<file path="config.mk">
export PLATFORM = sky130hd
export DESIGN_NAME = tlp_tx_framer
export DESIGN_NICKNAME = d
export VERILOG_FILES = /design/src/rtl/tlp_tx_framer.sv
export SDC_FILE = /design/constraint.sdc
export NUM_CORES = 1
export LEC_CHECK = 0
export BUFFER_PORTS_ARGS = -buffer_cell sky130_fd_sc_hd__buf_2
export CAP_MARGIN = 40
export CORE_MARGIN = 2
export CORE_UTILIZATION = 48
export DETAILED_ROUTE_END_ITERATION = 6
export GPL_ROUTABILITY_DRIVEN = 0
export PLACE_DENSITY = 0.73
export SLEW_MARGIN = 0
export SYNTH_ARGS = -nofsm -noshare
export SYNTH_HDL_FRONTEND = slang
export SYNTH_SLANG_ARGS = --single-unit
</file>
<file path="constraint.sdc">
create_clock -name clk -period 3.1 [get_ports clk]
set_clock_uncertainty 0.1 [all_clocks]
set_input_delay 0.31 -clock clk [delete_from_list [all_inputs] [get_ports clk]]
set_output_delay 0.31 -clock clk [all_outputs]
set_load 0.005 [all_outputs]
</file>
<file path="src/rtl/tlp_tx_framer.sv">
// tlp_tx_framer: drains TLP DWs from a show-ahead TX FIFO and frames them
// into sop/eop beats on a valid/ready link toward the data-link layer.
//
// Ports:
//   clk, rst                    clock, async active-high reset
//   fifo_data, fifo_empty       FIFO head DW (show-ahead) and empty flag
//   fifo_rd_en                  pop strobe, one DW per asserted cycle
//   ph_avail, pd_avail          posted header / data credits available
//   cr_consume, cr_data_used    admission pulse and data credits taken
//   tx_data, tx_valid           registered output beat
//   tx_sop, tx_eop              first / last DW of a TLP
//   tx_ready                    downstream accept
//   tlp_count                   completed-TLP counter (TLP_FRAMER_CNT_EN only)
//
// Optional feature: define TLP_FRAMER_CNT_EN to add the 16-bit tlp_count
// output, which counts accepted eop beats and wraps.

module tlp_tx_framer #(
   parameter int DATA_WIDTH = 32
) (
   input  logic                  clk,
   input  logic                  rst,
   input  logic [DATA_WIDTH-1:0] fifo_data,
   input  logic                  fifo_empty,
   output logic                  fifo_rd_en,
   input  logic [7:0]            ph_avail,
   input  logic [11:0]           pd_avail,
   output logic                  cr_consume,
   output logic [8:0]            cr_data_used,
   output logic [DATA_WIDTH-1:0] tx_data,
   output logic                  tx_valid,
   output logic                  tx_sop,
   output logic                  tx_eop,
   input  logic                  tx_ready
`ifdef TLP_FRAMER_CNT_EN
   ,
   output logic [15:0]           tlp_count
`endif
);

   typedef enum logic [1:0] {
      S_IDLE,
      S_HDR,
      S_PAYLOAD
   } state_t;

   state_t      state;
   state_t      state_nxt;

   // remaining beats of the current TLP, header DWs left, payload flag
   logic [10:0] cnt;
   logic [10:0] cnt_nxt;
   logic [1:0]  hdr_left;
   logic [1:0]  hdr_left_nxt;
   logic        has_pl;
   logic        has_pl_nxt;

   logic        pop;
   logic        admit;
   logic        slot_free;
   logic        can_pop;

   // DW0 decode of the FIFO head, only meaningful in IDLE
   logic [1:0]  fmt;
   logic [10:0] len_n;
   logic [10:0] hdr_tot;
   logic [10:0] total;
   logic [8:0]  dcr_req;
   logic        credit_ok;

   assign fmt     = fifo_data[30:29];
   // a Length field of zero encodes the maximum of 1024 DWs
   assign len_n   = (fifo_data[9:0] == 10'd0) ? 11'd1024
                                              : {1'b0, fifo_data[9:0]};
   assign hdr_tot = fmt[0] ? 11'd4 : 11'd3;
   assign total   = hdr_tot + (fmt[1] ? len_n : 11'd0);
   // one data credit covers four DWs, rounded up; 1024 DWs -> 256
   assign dcr_req = fmt[1] ? 9'((len_n + 11'd3) >> 2) : 9'd0;

   assign credit_ok = (ph_avail != 8'd0) &&
                      (pd_avail >= {3'b000, dcr_req});

   assign slot_free = !tx_valid || tx_ready;
   assign can_pop   = slot_free && !fifo_empty;

   always_ff @(posedge clk or posedge rst) begin
      if (rst) begin
         state <= S_IDLE;
      end else begin
         state <= state_nxt;
      end
   end

   always_comb begin
      state_nxt    = state;
      cnt_nxt      = cnt;
      hdr_left_nxt = hdr_left;
      has_pl_nxt   = has_pl;
      pop          = 1'b0;
      admit        = 1'b0;
      unique case (state)
         S_IDLE: begin
            // credits are only looked at here; the whole TLP is then
            // committed regardless of later credit changes
            if (can_pop && credit_ok) begin
               pop          = 1'b1;
               admit        = 1'b1;
               cnt_nxt      = total - 11'd1;
               hdr_left_nxt = fmt[0] ? 2'd3 : 2'd2;
               has_pl_nxt   = fmt[1];
               state_nxt    = S_HDR;
            end
         end
         S_HDR: begin
            if (can_pop) begin
               pop          = 1'b1;
               cnt_nxt      = cnt - 11'd1;
               hdr_left_nxt = hdr_left - 2'd1;
               if (hdr_left == 2'd1) begin
                  state_nxt = has_pl ? S_PAYLOAD : S_IDLE;
               end
            end
         end
         S_PAYLOAD: begin
            if (can_pop) begin
               pop     = 1'b1;
               cnt_nxt = cnt - 11'd1;
               if (cnt == 11'd1) begin
                  state_nxt = S_IDLE;
               end
            end
         end
         default: begin
            state_nxt = S_IDLE;
         end
      endcase
   end

   assign fifo_rd_en = pop && !rst;

   always_ff @(posedge clk or posedge rst) begin
      if (rst) begin
         cnt          <= 11'd0;
         hdr_left     <= 2'd0;
         has_pl       <= 1'b0;
         tx_data      <= '0;
         tx_valid     <= 1'b0;
         tx_sop       <= 1'b0;
         tx_eop       <= 1'b0;
         cr_consume   <= 1'b0;
         cr_data_used <= 9'd0;
      end else begin
         cnt          <= cnt_nxt;
         hdr_left     <= hdr_left_nxt;
         has_pl       <= has_pl_nxt;
         cr_consume   <= admit;
         cr_data_used <= admit ? dcr_req : 9'd0;
         if (pop) begin
            tx_data  <= fifo_data;
            tx_valid <= 1'b1;
            tx_sop   <= admit;
            // DW0 always leaves at least two beats, so sop and eop
            // can never land on the same beat
            tx_eop   <= (cnt_nxt == 11'd0);
         end else if (tx_ready) begin
            tx_valid <= 1'b0;
            tx_sop   <= 1'b0;
            tx_eop   <= 1'b0;
         end
      end
   end

`ifdef TLP_FRAMER_CNT_EN
   always_ff @(posedge clk or posedge rst) begin
      if (rst) begin
         tlp_count <= 16'd0;
      end else if (tx_valid && tx_ready && tx_eop) begin
         tlp_count <= tlp_count + 16'd1;
      end
   end
`endif

endmodule

</file>
* Word level (Yosys, flattened, before mapping)
Index checks and enable logic that the tools add are counted. Widths: inputs -> output; s select.
Word-level totals: RAM bits 0, logic and storage cells 70, register bits 61, bits in latches 0, memories kept 0, bits of input ports 56, ROM bits 0, output and inout port bits 46
Operators by class: add/subtract/negate cells 5, mux-type cells 27, shift operators 0, magnitude comparators 1, div/mod/pow operators 0, equal/unequal tests 9, bitwise operators 0, reductions and logical operators 18, multiply operators 0
Operator list (count):
- $mux 11 | 4
- $pmux 11 s2 | 1
- $sub 11x1->11 const B | 2
- $mux 9 | 2
- $mux 2 | 8
- $ge 12x9->1 | 1
- $add 11x2->11 const B | 1
- $add 3x11->11 | 1
- $eq 11x1->1 const B | 1
- $logic_not 11->1 | 1
- $logic_not 10->1 | 1
- $ne 2x2->1 const B | 5
- $mux 1 | 8
- $reduce_bool 8->1 | 1
- $pmux 2 s3 | 1
- $reduce_and 5->1 | 1
- $eq 2x1->1 const B | 2
- $logic_and 1x1->1 | 4
- $pmux 2 s2 | 1
- $reduce_bool 2->1 | 2
- $logic_not 1->1 | 3
- $mux 3 | 1
- $reduce_and 3->1 | 1
- $eq 2x2->1 const B | 1
- other kinds (6) | 6

* Logic depth before layout (Yosys ltp)
Gate-level depths: netlist of the first run.
depth in word-level cells 11, depth in mapped cells 17, depth with buffers taken out 16

* Worst setup path after synthesis of the first run
Ideal clock, no wire load.
path type input to output, start input port fifo_data[0], end output port fifo_rd_en, cell stages on the path 15, data required time 2.690 ns, arrival 3.006 ns, path slack -0.316 ns, path buffers 2, cell sequence o21a_1 nand3_1 nor2_1 nand3_1 nor2_1 a31oi_1 ha_1 or4_4 a211o_1 and4_2 nand2_1 a21o_2 buf_2 buf_6 nor2_1
Between the ends: longest elaborated chain between the ends 10
Ends and longest elaborated chain:
- start, declared | RTL line 23 | input logic [DATA_WIDTH-1:0] fifo_data,
- $logic_not 10->1 | RTL line 73 | assign len_n = (fifo_data[9:0] == 10'd0) ? 11'd1024
- $mux 11 (*) | RTL line 73
- $add 11x2->11 (*) | RTL line 78 | assign dcr_req = fmt[1] ? 9'((len_n + 11'd3) >> 2) : 9'd0;
- $mux 9 (*) | RTL line 78
- $ge 12x9->1 (*) | RTL line 81 | (pd_avail >= {3'b000, dcr_req});
- $logic_and 1x1->1 (*) | RTL line 80 | assign credit_ok = (ph_avail != 8'd0) &&
- $logic_and 1x1->1 (*) | RTL line 105 | if (can_pop && credit_ok) begin
- $mux 1 (*) | RTL line 105
- $pmux 1 s2 (*) | RTL line 101 | unique case (state)
- $logic_and 1x1->1 (*) | RTL line 139 | assign fifo_rd_en = pop && !rst;
- end, declared | RTL line 25 | output logic fifo_rd_en,
Every way passes the cells marked *; elsewhere a longest branch is shown, timed or not.

* Worst setup path after layout of the first run
start input port fifo_data[1], end register tx_eop
Between the ends: longest elaborated chain between the ends 11, elaborated cells between the ends (all ways) 17, those cells by class add/sub: 3; order compare: 1; mux: 8; reduce/logical: 5
Ends and longest elaborated chain:
- $logic_not 10->1 | RTL line 73
- $mux 11 (*) | RTL line 73
- $add 11x2->11 | RTL line 78
- $mux 9 | RTL line 78
- $ge 12x9->1 | RTL line 81
- $logic_and 1x1->1 | RTL line 80
- $logic_and 1x1->1 | RTL line 105
- $mux 11 (*) | RTL line 105
- $pmux 11 s2 (*) | RTL line 101
- via cnt_nxt[5] | RTL line 52 | logic [10:0] cnt_nxt;
- $logic_not 11->1 (*) | RTL line 164 | tx_eop <= (cnt_nxt == 11'd0);
- $mux 1 (*) | RTL line 158 | if (pop) begin
- end signal, assigned | RTL line 164
- end, declared | RTL line 33 | output logic tx_eop,
The timed path passes the listed nets; every way through them passes the cells marked *. A chain may end at the register's enable or synchronous reset.

==> metrics.txt, run 1 <==
mean post-synth cell area=9.47 um2; detailed placement HPWL=7970 um; share of cells above drive strength 1=0.418; drt drc=0; Final setup viols=0; worst vdd ir=0.542 mV; Area growth, synth to finish=34.4%; crit path max fanout=9; IO Count=102; WL per Instance=16.1 um; sequential fraction of the synthesis area=0.392; final WL=10800 um; asr flop ratio synth=1.00; commonest non-fill, non-tap cell in the layout=buf_2; Synth Area in Compound Gates=0.142; height of the die=94.0 um; violated checks=hold timing; fin worst setup slack=0.0143 ns; vias in the first global route=3651; XOR/XNOR Fraction of Synth Area=0.0248; most frequent cells in the layout=buf_2 (98), dfrtp_1 (61), nand2_1 (57); EDFF count, synth=0; synthesized cell area=3890 um2; slowest CP cell=a311o_2; worst hold slack=-0.0151 ns; final instance area=5230 um2; worst stage delay on the critical path=0.33 ns; CTS tree=yes; Initial DRC Count=252; Max-Cap Viols=0; dpl ws=-0.417 ns; Yosys cell types=61; Worst R2R Setup Slack=0.36 ns; area post-placement=4850 um2; PD cells=810 nW/um2; CTS Buffer Depth=2; DP Cell Count=648; post-route antenna net violation count=0; Non-Filler Instances=674; CTS buffer count=9; first-pass GRT wire length=17300 um; core footprint=7810 um2; Cell Chain, Critical Path=buf_6, o21a_4, nand3_4, nor2_4, buf_4, buf_4, nand2_1, xnor2_1, nand2_1, ha_1, nand2_1, o311ai_1, buf_4, buf_6, buf_4, a21oi_1, a311o_2, nor4_2, nand4_1, nand2_1; setup_tns=0 ns; CP endpoint=tx_eop; Adder-Cell Fraction of Synth Area=0.0952; antenna cells=0; crit-path leading delay family=compound AO/OA/AOI/OAI gates; Startpoint Class=input pin; Fin. Hold Viols=27; R2R Path Start=cnt[0]; Simple-Gate Fraction of Synth Area=0.200; largest family of logic cells by synthesized area=simple AND/OR/NAND/NOR gates; full die area=8840 um2; multiplexer area fraction after synthesis=0.0945; Num Clock Sinks=61; Clk pin slew, worst setup/hold paths=0.07 ns; worst slew pin tran=0.703 ns; top cell type's share of synthesized area=0.392; Reg2Reg Capture Point=tx_eop; cells after synthesis=411; H-tree Lvls=3; Worst Setup End Kind=flop; Port Buffers=101; # hold bufs at CTS=0; Worst Hold Class=input pin to async pin; Post-synth top flop=dfrtp_1; post-synthesis register bit count=61; fmax=324 MHz; largest net degree at the start of global routing=36; initial core utilization=0.498; DIE WIDTH=94.0 um; grt total ovfl=0; crit path from=fifo_data[1]; Tmin final=3.09 ns; Max transition margin=0.531; nets@finish=652; row count=32; Post-Syn Nets=496; initial antenna violation count=0; Global Route Usage Sum=0.250; TritonRoute pass-1 iters=5; CP Class=input pin to flop; Critical Path Stages=20; clk root buf=clkbuf_8; crit path DAT=3.27 ns; Leak=2.60 nW; RSZ-0062 raised after global routing=true; Worst Reg-to-Reg Cells=10; max-slew violations=0; Worst-Skew Late Latency=0.35 ns; DR vias/cell=5.65; Synth warnings=0; largest area contributor in the synthesized netlist=dfrtp_1; worst path required time=3.28 ns; via count=3808; fin crit share=0.995; crit path buf inv count=6; outcome=complete, but fails checks; Area contributors post-synth=dfrtp_1 (39%), ha_1 (9.0%), mux2_2 (8.7%)
[metrics by stage]
stage,util,total power (W)
3_5_place_dp,0.621,0.00335
4_1_cts,0.658,0.00417
3_3_place_gp,0.621,0.00326
2_1_floorplan,-,0.00266
6_report,0.670,0.00423
5_1_grt,0.670,0.00451
[Yosys cell counts (3+ instances only)]
cell and count:
nor2_1 22, xor2_1 6, buf_2 4, nor3_1 9
a21o_2 3, nand3_1 10, buf_6 3, xnor2_1 5
o211ai_1 7, dfrtp_1 61, o21ai_0 22, o2111ai_1 4
nor4_1 7, or2_2 3, a211oi_1 5, mux2_2 30
nand4_1 5, a21o_1 3, clkbuf_1 5, nand2_1 58
or3_1 5, ha_1 28, nand2b_1 8, a21oi_1 16
inv_1 29, and3_1 6, mux2i_1 3
[routing by layer]
metal,part of all wire,GRT usage,vias to the layer above
met1,0.41,0.328,1814
met3,0.073,0.0417,36
met4,0.028,0.105,0
met5,0,0,-
li1,-,-,1776
met2,0.49,0.408,182
[state kept, by name, indices dropped and copies added (netlist names)]
name,cells
cnt,11
cr_consume,1
cr_data_used,9
has_pl,1
hdr_left,2
state,2
tx_data,32
tx_eop,1
tx_sop,1
tx_valid,1
[kinds of logic after synthesis]
group | after synthesis
AOI/OAI and AO/OA | 82
xor gates and xnor gates | 11
adders and majority gates | 29
buffers and inverters | 43
DFF | 61
muxes | 33
and+or+nand+nor | 152
[timing repair]
item / in CTS / in global routing
endpoints found under the setup margin: 2 / 21
pin swaps: 11 / 11
setup buffers: 6 / 6
gates resized for setup: 9 / 11
[report_power, final]
group	leakage (nW)	internal [W]	switching, W	total, W
clock	0.107	0.000449	0.000323	0.000772
sequential	0.750	0.00114	0.000224	0.00137
combinational	1.74	0.00104	0.00106	0.00210
[how the worst min path moves through the flow]
stage / startpoint / cells past startpoint / slack, ns / to
floorplan: fifo_data[20] / 1 / 0.36 / tx_data[20]
global placement: tx_data[8] / 2 / 0.36 / tx_data[8]
detailed placement: rst / 2 / 0.37 / tx_sop
CTS: rst / 2 / 0.004 / tx_sop
global route: rst / 2 / 0.05 / tx_sop
finish: rst / 2 / -0.02 / tx_sop
[layout make-up]
cell class                 instances  area [um2]
fill                             641        2580
multi-input combinational        307        2280
sequential                        61        1530
timing repair buffer             159         976
clock buffer                      11         131
tap                              102         128
inverter                          29         109
clock inverter                     5        75.1
Note: power is estimated with default switching activity, not from simulation.
==> run 2: changes to the inputs <==
CORE_ASPECT_RATIO = 1.2   (was not set)
==> run 2 against run 1 <==
Effect of this change: the flow finishes with violations (setup timing); cell area up 0.38%; non-clock buffer count is 6 lower; fmax decreased by 1.1%; critical path type is now input pin to output port; clock-buffer cell count is 1 lower; critical endpoint is now fifo_rd_en.
==> metrics.txt, run 2 (synthesis results as in run 1) <==
antenna cells=0 (unchanged); dpl ws=-0.361 ns (+0.0557 ns); grt total ovfl=0 (unchanged); height of the die=103 um (+9.1%); full die area=8850 um2 (about the same); CP Class=input pin to output port; Fin. Hold Viols=0 (-100%); PD cells=804 nW/um2 (-0.68%); Largest regs=tx_data x32, cnt x11, cr_data_used x9; CP most frequent cell=nor2_4; Reg2Reg Capture Point=tx_eop; setup_tns=-0.0210 ns (-0.0210 ns); R2R Path Start=cnt[1]; crit path DAT=2.71 ns (-0.56 ns); worst slew pin tran=0.522 ns (-0.180 ns); Worst R2R Setup Slack=0.45 ns (+0.09 ns); outcome=complete, but fails checks; largest net degree at the start of global routing=27 (-25%); Startpoint Class=input pin; fin worst setup slack=-0.0210 ns (-0.0353 ns); worst stage delay on the critical path=0.29 ns (-0.04 ns); worst vdd ir=0.695 mV (+28%); hold_sp=fifo_data[14]; row count=35 (+9.4%); post-route antenna net violation count=0 (unchanged); Port Buffers=101 (unchanged); fin crit share=1.01 (+0.0114); Clk pin slew, worst setup/hold paths=0.07 ns (about the same); Initial DRC Count=159 (-37%); worst hold slack=0.0866 ns (+0.102 ns); initial core utilization=0.499 (+0.000800); crit path max fanout=3 (-6); detailed placement HPWL=8240 um (+3.4%); Reg with most FFs=tx_data; most frequent cells in the layout=buf_2 (98), dfrtp_1 (61), nand2_1 (57); final WL=10700 um (-1.1%); DR vias/cell=5.58 (-1.2%); Max transition margin=0.649 (+0.118); WHS Path Cells=2; commonest non-fill, non-tap cell in the layout=buf_2; nets@finish=646 (-0.92%); Worst Hold Class=input pin to flop; slowest CP cell=ha_4; drt drc=0 (unchanged); Tmin final=3.12 ns (+0.0353 ns); fmax=320 MHz (-1.1%); WL per Instance=16.3 um (+1.3%); Max-Cap Viols=0 (unchanged); Worst-Skew Late Latency=0.36 ns (about the same); RSZ-0062 raised after global routing=true; Num Clock Sinks=61 (unchanged); violated checks=setup timing; Global Route Usage Sum=0.245 (-0.00437); Final setup viols=1 (+1); via count=3673 (-3.5%); Hold Path Sink=tx_data[14]; H-tree Lvls=3 (unchanged); CTS Buffer Depth=2 (unchanged); max-slew violations=0 (unchanged); clk root buf=clkbuf_8; Area growth, synth to finish=34.9%; TritonRoute pass-1 iters=5 (unchanged); CTS tree=yes; initial antenna violation count=0 (unchanged); core footprint=7790 um2 (-0.16%); number of flip-flops in the largest register=32 (unchanged); worst path required time=2.69 ns (-0.59 ns); share of cells above drive strength 1=0.417 (-0.000871); vias in the first global route=3735 (+2.3%); Worst Setup End Kind=output port; IO Count=102 (unchanged); first-pass GRT wire length=17000 um (-2.1%); Leak=2.59 nW (-0.37%); Cell Chain, Critical Path=buf_6, o21a_4, nand3_4, nor2_4, nand3_2, nor2_4, xor2_1, nand2_1, ha_4, and3_4, a211o_1, and4_4, nand2_2, a21o_4, buf_12, nor2_4, buf_2; CTS buffer count=9 (unchanged); DIE WIDTH=86.2 um (-8.3%); Worst Reg-to-Reg Cells=10 (unchanged)
-- run 2: cell types whose count changed in the layout (fill, tap and decap cells not counted), sizes merged --
cell,delta
dlygate4sd3,+1
buf,-7
clkinvlp,+1
clkbuf,-1
-- run 2: layer usage --
layer | part of all wire | up-vias | track usage | routed length (um)
li1 | - | 1765 | - | -
met1 | 0.39 | 1757 | 0.274 | 4130
met2 | 0.53 | 119 | 0.439 | 5620
met3 | 0.057 | 32 | 0.0560 | 607
met4 | 0.031 | 0 | 0.124 | 336
met5 | 0 | - | 0 | 0
-- run 2: power breakdown --
group	total (W)	internal, W	switching, W
clock network	0.000800	0.000472	0.000328
registers	0.00137	0.00114	0.000225
logic	0.00206	0.00102	0.00104
total	0.00422	0.00263	0.00159
-- run 2: how the worst max path moves through the flow --
stage	startpoint	endpoint	slack [ns]	cells after the start
2_1_floorplan	fifo_data[1]	tx_eop	0.02	17
3_3_place_gp	fifo_data[1]	tx_eop	-0.31	14
3_5_place_dp	fifo_data[1]	tx_eop	-0.36	17
4_1_cts	fifo_data[1]	fifo_rd_en	0.02	17
5_1_grt	fifo_data[0]	fifo_rd_en	-0.15	17
6_report	fifo_data[0]	fifo_rd_en	-0.02	17
-- run 2: critical path: cells and delay by family --
family,cells,cell delay (ns)
simple gates,9,1.08
compound gates,3,0.53
buf+inv,3,0.31
fa+ha+maj,1,0.29
xor+xnor,1,0.16
-- run 2: repair_timing --
item,CTS,global route
endpoints found under the hold margin,19,0
resized for setup,5,18
hold buffers,1,0
setup buffers,4,3
endpoints found under the setup margin,1,2
pin swaps,5,11
-- run 2: per-stage QoR --
step	total power, W	instance area, um2	std cells	util
2_1_floorplan	0.00266	3950	411	-
3_3_place_gp	0.00325	4810	633	0.617
3_5_place_dp	0.00335	4830	634	0.620
4_1_cts	0.00421	5120	655	0.657
5_1_grt	0.00452	5250	658	0.674
6_report	0.00422	5250	658	0.674
-- run 2: final cells by class --
class                           count  area [um2]
Fill cell                         617        2540
Inverter                           29         109
Sequential cell                    61        1530
Clock inverter                      6        86.3
Tap cell                           92         115
Clock buffer                       10         138
Multi-Input combinational cell    307        2320
Timing Repair Buffer              153         955
==> run 3: changes to the inputs <==
==> constraint.sdc (replaced) <==
create_clock -name clk -period 3.1 [get_ports clk]
set_clock_uncertainty 0.1 [all_clocks]
set_input_delay 0.465 -clock clk [delete_from_list [all_inputs] [get_ports clk]]
set_output_delay 0.465 -clock clk [all_outputs]
set_load 0.005 [all_outputs]
==> run 3 against run 2 <==
Effect of this change: the run still ends with setup timing left; largest cell class unchanged; combinational power increased by 18%; hold slack gained 0.17 ns; global-route usage grew 1.2 points; critical endpoint unchanged; die area stayed put; utilization rose by 2.3 points; first-iteration DRC count increased by 53%; sequential power is essentially flat; cell count is 2.0% higher; total power increased by 6.7%; setup slack got worse by 0.16 ns; critical path depth is 4 lower.
==> metrics.txt, run 3 (synthesis results as in run 1) <==
crit path buf inv count=3 (unchanged); worst vdd ir=0.582 mV (-16%); Final setup viols=31 (+30); Reg2Reg Capture Point=tx_eop; Leak=2.72 nW (+4.9%); initial antenna violation count=1 (+1); Startpoint Class=input pin; max-slew violations=0 (unchanged); Worst Hold Class=input pin to flop; outcome=complete, but fails checks; height of the die=103 um (unchanged); Num Clock Sinks=61 (unchanged); row count=35 (unchanged); dpl ws=-0.510 ns (-0.148 ns); Area growth, synth to finish=39.5%; Max-Cap Viols=0 (unchanged); H-tree Lvls=3 (unchanged); worst slew pin tran=0.766 ns (+0.244 ns); most frequent cells in the layout=buf_2 (98), dfrtp_1 (61), buf_4 (57); FILL cells=587 (-4.9%); crit path DAT=2.72 ns (about the same); Worst-Skew Late Latency=0.34 ns (-0.02 ns); CTS Buffer Depth=2 (unchanged); Largest regs=tx_data x32, cnt x11, cr_data_used x9; Clk pin slew, worst setup/hold paths=0.06 ns (about the same); WHS Path Cells=2 (unchanged); CP Class=input pin to output port; drt drc=0 (unchanged); WL per Instance=16.6 um (+1.9%); DIE WIDTH=86.2 um (unchanged); violated checks=setup timing; Port Buffers=101 (unchanged); worst stage delay on the critical path=0.43 ns (+0.14 ns); fin worst setup slack=-0.186 ns (-0.165 ns); Worst Setup End Kind=output port; fin crit share=1.06 (+0.0531); hold_sp=fifo_data[16]; number of flip-flops in the largest register=32 (unchanged); vias in the first global route=3835 (+2.7%); TritonRoute pass-1 iters=5 (unchanged); final WL=11100 um (+3.9%); R2R Path Start=cnt[1]; fmax=304 MHz (-5.0%); commonest non-fill, non-tap cell in the layout=buf_2; grt total ovfl=0 (unchanged); post-route antenna net violation count=0 (unchanged); PD cells=830 nW/um2 (+3.2%); detailed placement HPWL=8110 um (-1.6%); crit-path leading delay family=simple AND/OR/NAND/NOR gates; Hold Path Sink=tx_data[16]; nets@finish=658 (+1.9%); RSZ-0062 raised after global routing=true; clk root buf=clkbuf_8; crit path max fanout=4 (+1); DR vias/cell=5.66 (+1.3%); core footprint=7790 um2 (unchanged); setup_tns=-1.99 ns (-1.97 ns); Tmin final=3.29 ns (+0.165 ns); Reg with most FFs=tx_data; Initial DRC Count=244 (+53%); largest net degree at the start of global routing=62 (+130%); Max transition margin=0.489 (-0.160); Worst Reg-to-Reg Cells=10 (unchanged); CTS buffer count=9 (unchanged); IO Count=102 (unchanged); slowest CP cell=or4_4; Worst R2R Setup Slack=0.40 ns (-0.05 ns); Cell Chain, Critical Path=buf_6, buf_4, nor4b_2, and3_1, a31oi_2, ha_2, or4_4, a211o_1, and4_4, nand2_4, a21o_4, nor2_2, buf_2; # hold bufs at CTS=0 (-1); first-pass GRT wire length=17700 um (+4.7%); CTS tree=yes; share of cells above drive strength 1=0.434 (+0.0173); Fin. Hold Viols=0 (unchanged); full die area=8850 um2 (unchanged); initial core utilization=0.499 (unchanged); worst path required time=2.53 ns (-0.16 ns); via count=3796 (+3.3%); Global Route Usage Sum=0.257 (+0.0119)
run 3: stage by stage:
stage / total power (W) / instance area (um2) / util / hold slack [ns] / cells
after CTS: 0.00424 / 5260 / 0.675 / 0.249 / 666
after global placement: 0.00338 / 4910 / 0.630 / 0.359 / 643
after floorplan: 0.00268 / 3970 / - / 0.370 / 411
after detailed placement: 0.00345 / 4910 / 0.630 / 0.383 / 643
after global routing: 0.00480 / 5430 / 0.696 / 0.245 / 671
final: 0.00451 / 5430 / 0.696 / 0.254 / 671
run 3: cell type report:
class / instances / area (um2) / area share
Multi-Input combinational cell: 307 / 2420 / 0.445
Inverter: 29 / 109 / 0.0201
Clock buffer: 12 / 145 / 0.0267
Timing Repair Buffer: 165 / 1060 / 0.196
Antenna cell: 1 / 2.50 / 0.000461
Tap cell: 92 / 115 / 0.0212
Clock inverter: 4 / 47.5 / 0.00876
Sequential cell: 61 / 1530 / 0.281
run 3: what timing repair did:
item,4_1_cts,5_1_grt
endpoints found under the setup margin,31,40
resized for setup,19,33
buffers inserted,7,4
pin swaps,16,4
run 3: worst max-delay path by stage:
stage,slack (ns),cells past startpoint,start,to
finish,-0.19,13,fifo_data[0],fifo_rd_en
global route,-0.28,21,fifo_data[0],tx_eop
CTS,-0.13,16,fifo_data[0],fifo_rd_en
detailed placement,-0.51,13,fifo_data[1],tx_eop
global placement,-0.40,17,fifo_data[1],tx_eop
floorplan,-0.20,16,fifo_data[1],fifo_rd_en
run 3: per-layer routing:
layer,track usage,part of all wire,vias up
met3,0.0480,0.058,41
met4,0.136,0.045,0
met5,0,0,-
li1,-,-,1801
met1,0.293,0.38,1794
met2,0.459,0.51,160
run 3: power breakdown:
| group | switching [W] | internal (W) | total (W) |
|---|---|---|---|
| combinational | 0.00116 | 0.00127 | 0.00244 |
| sequential | 0.000229 | 0.00114 | 0.00137 |
| clock | 0.000308 | 0.000391 | 0.000699 |
| total | 0.00170 | 0.00280 | 0.00451 |
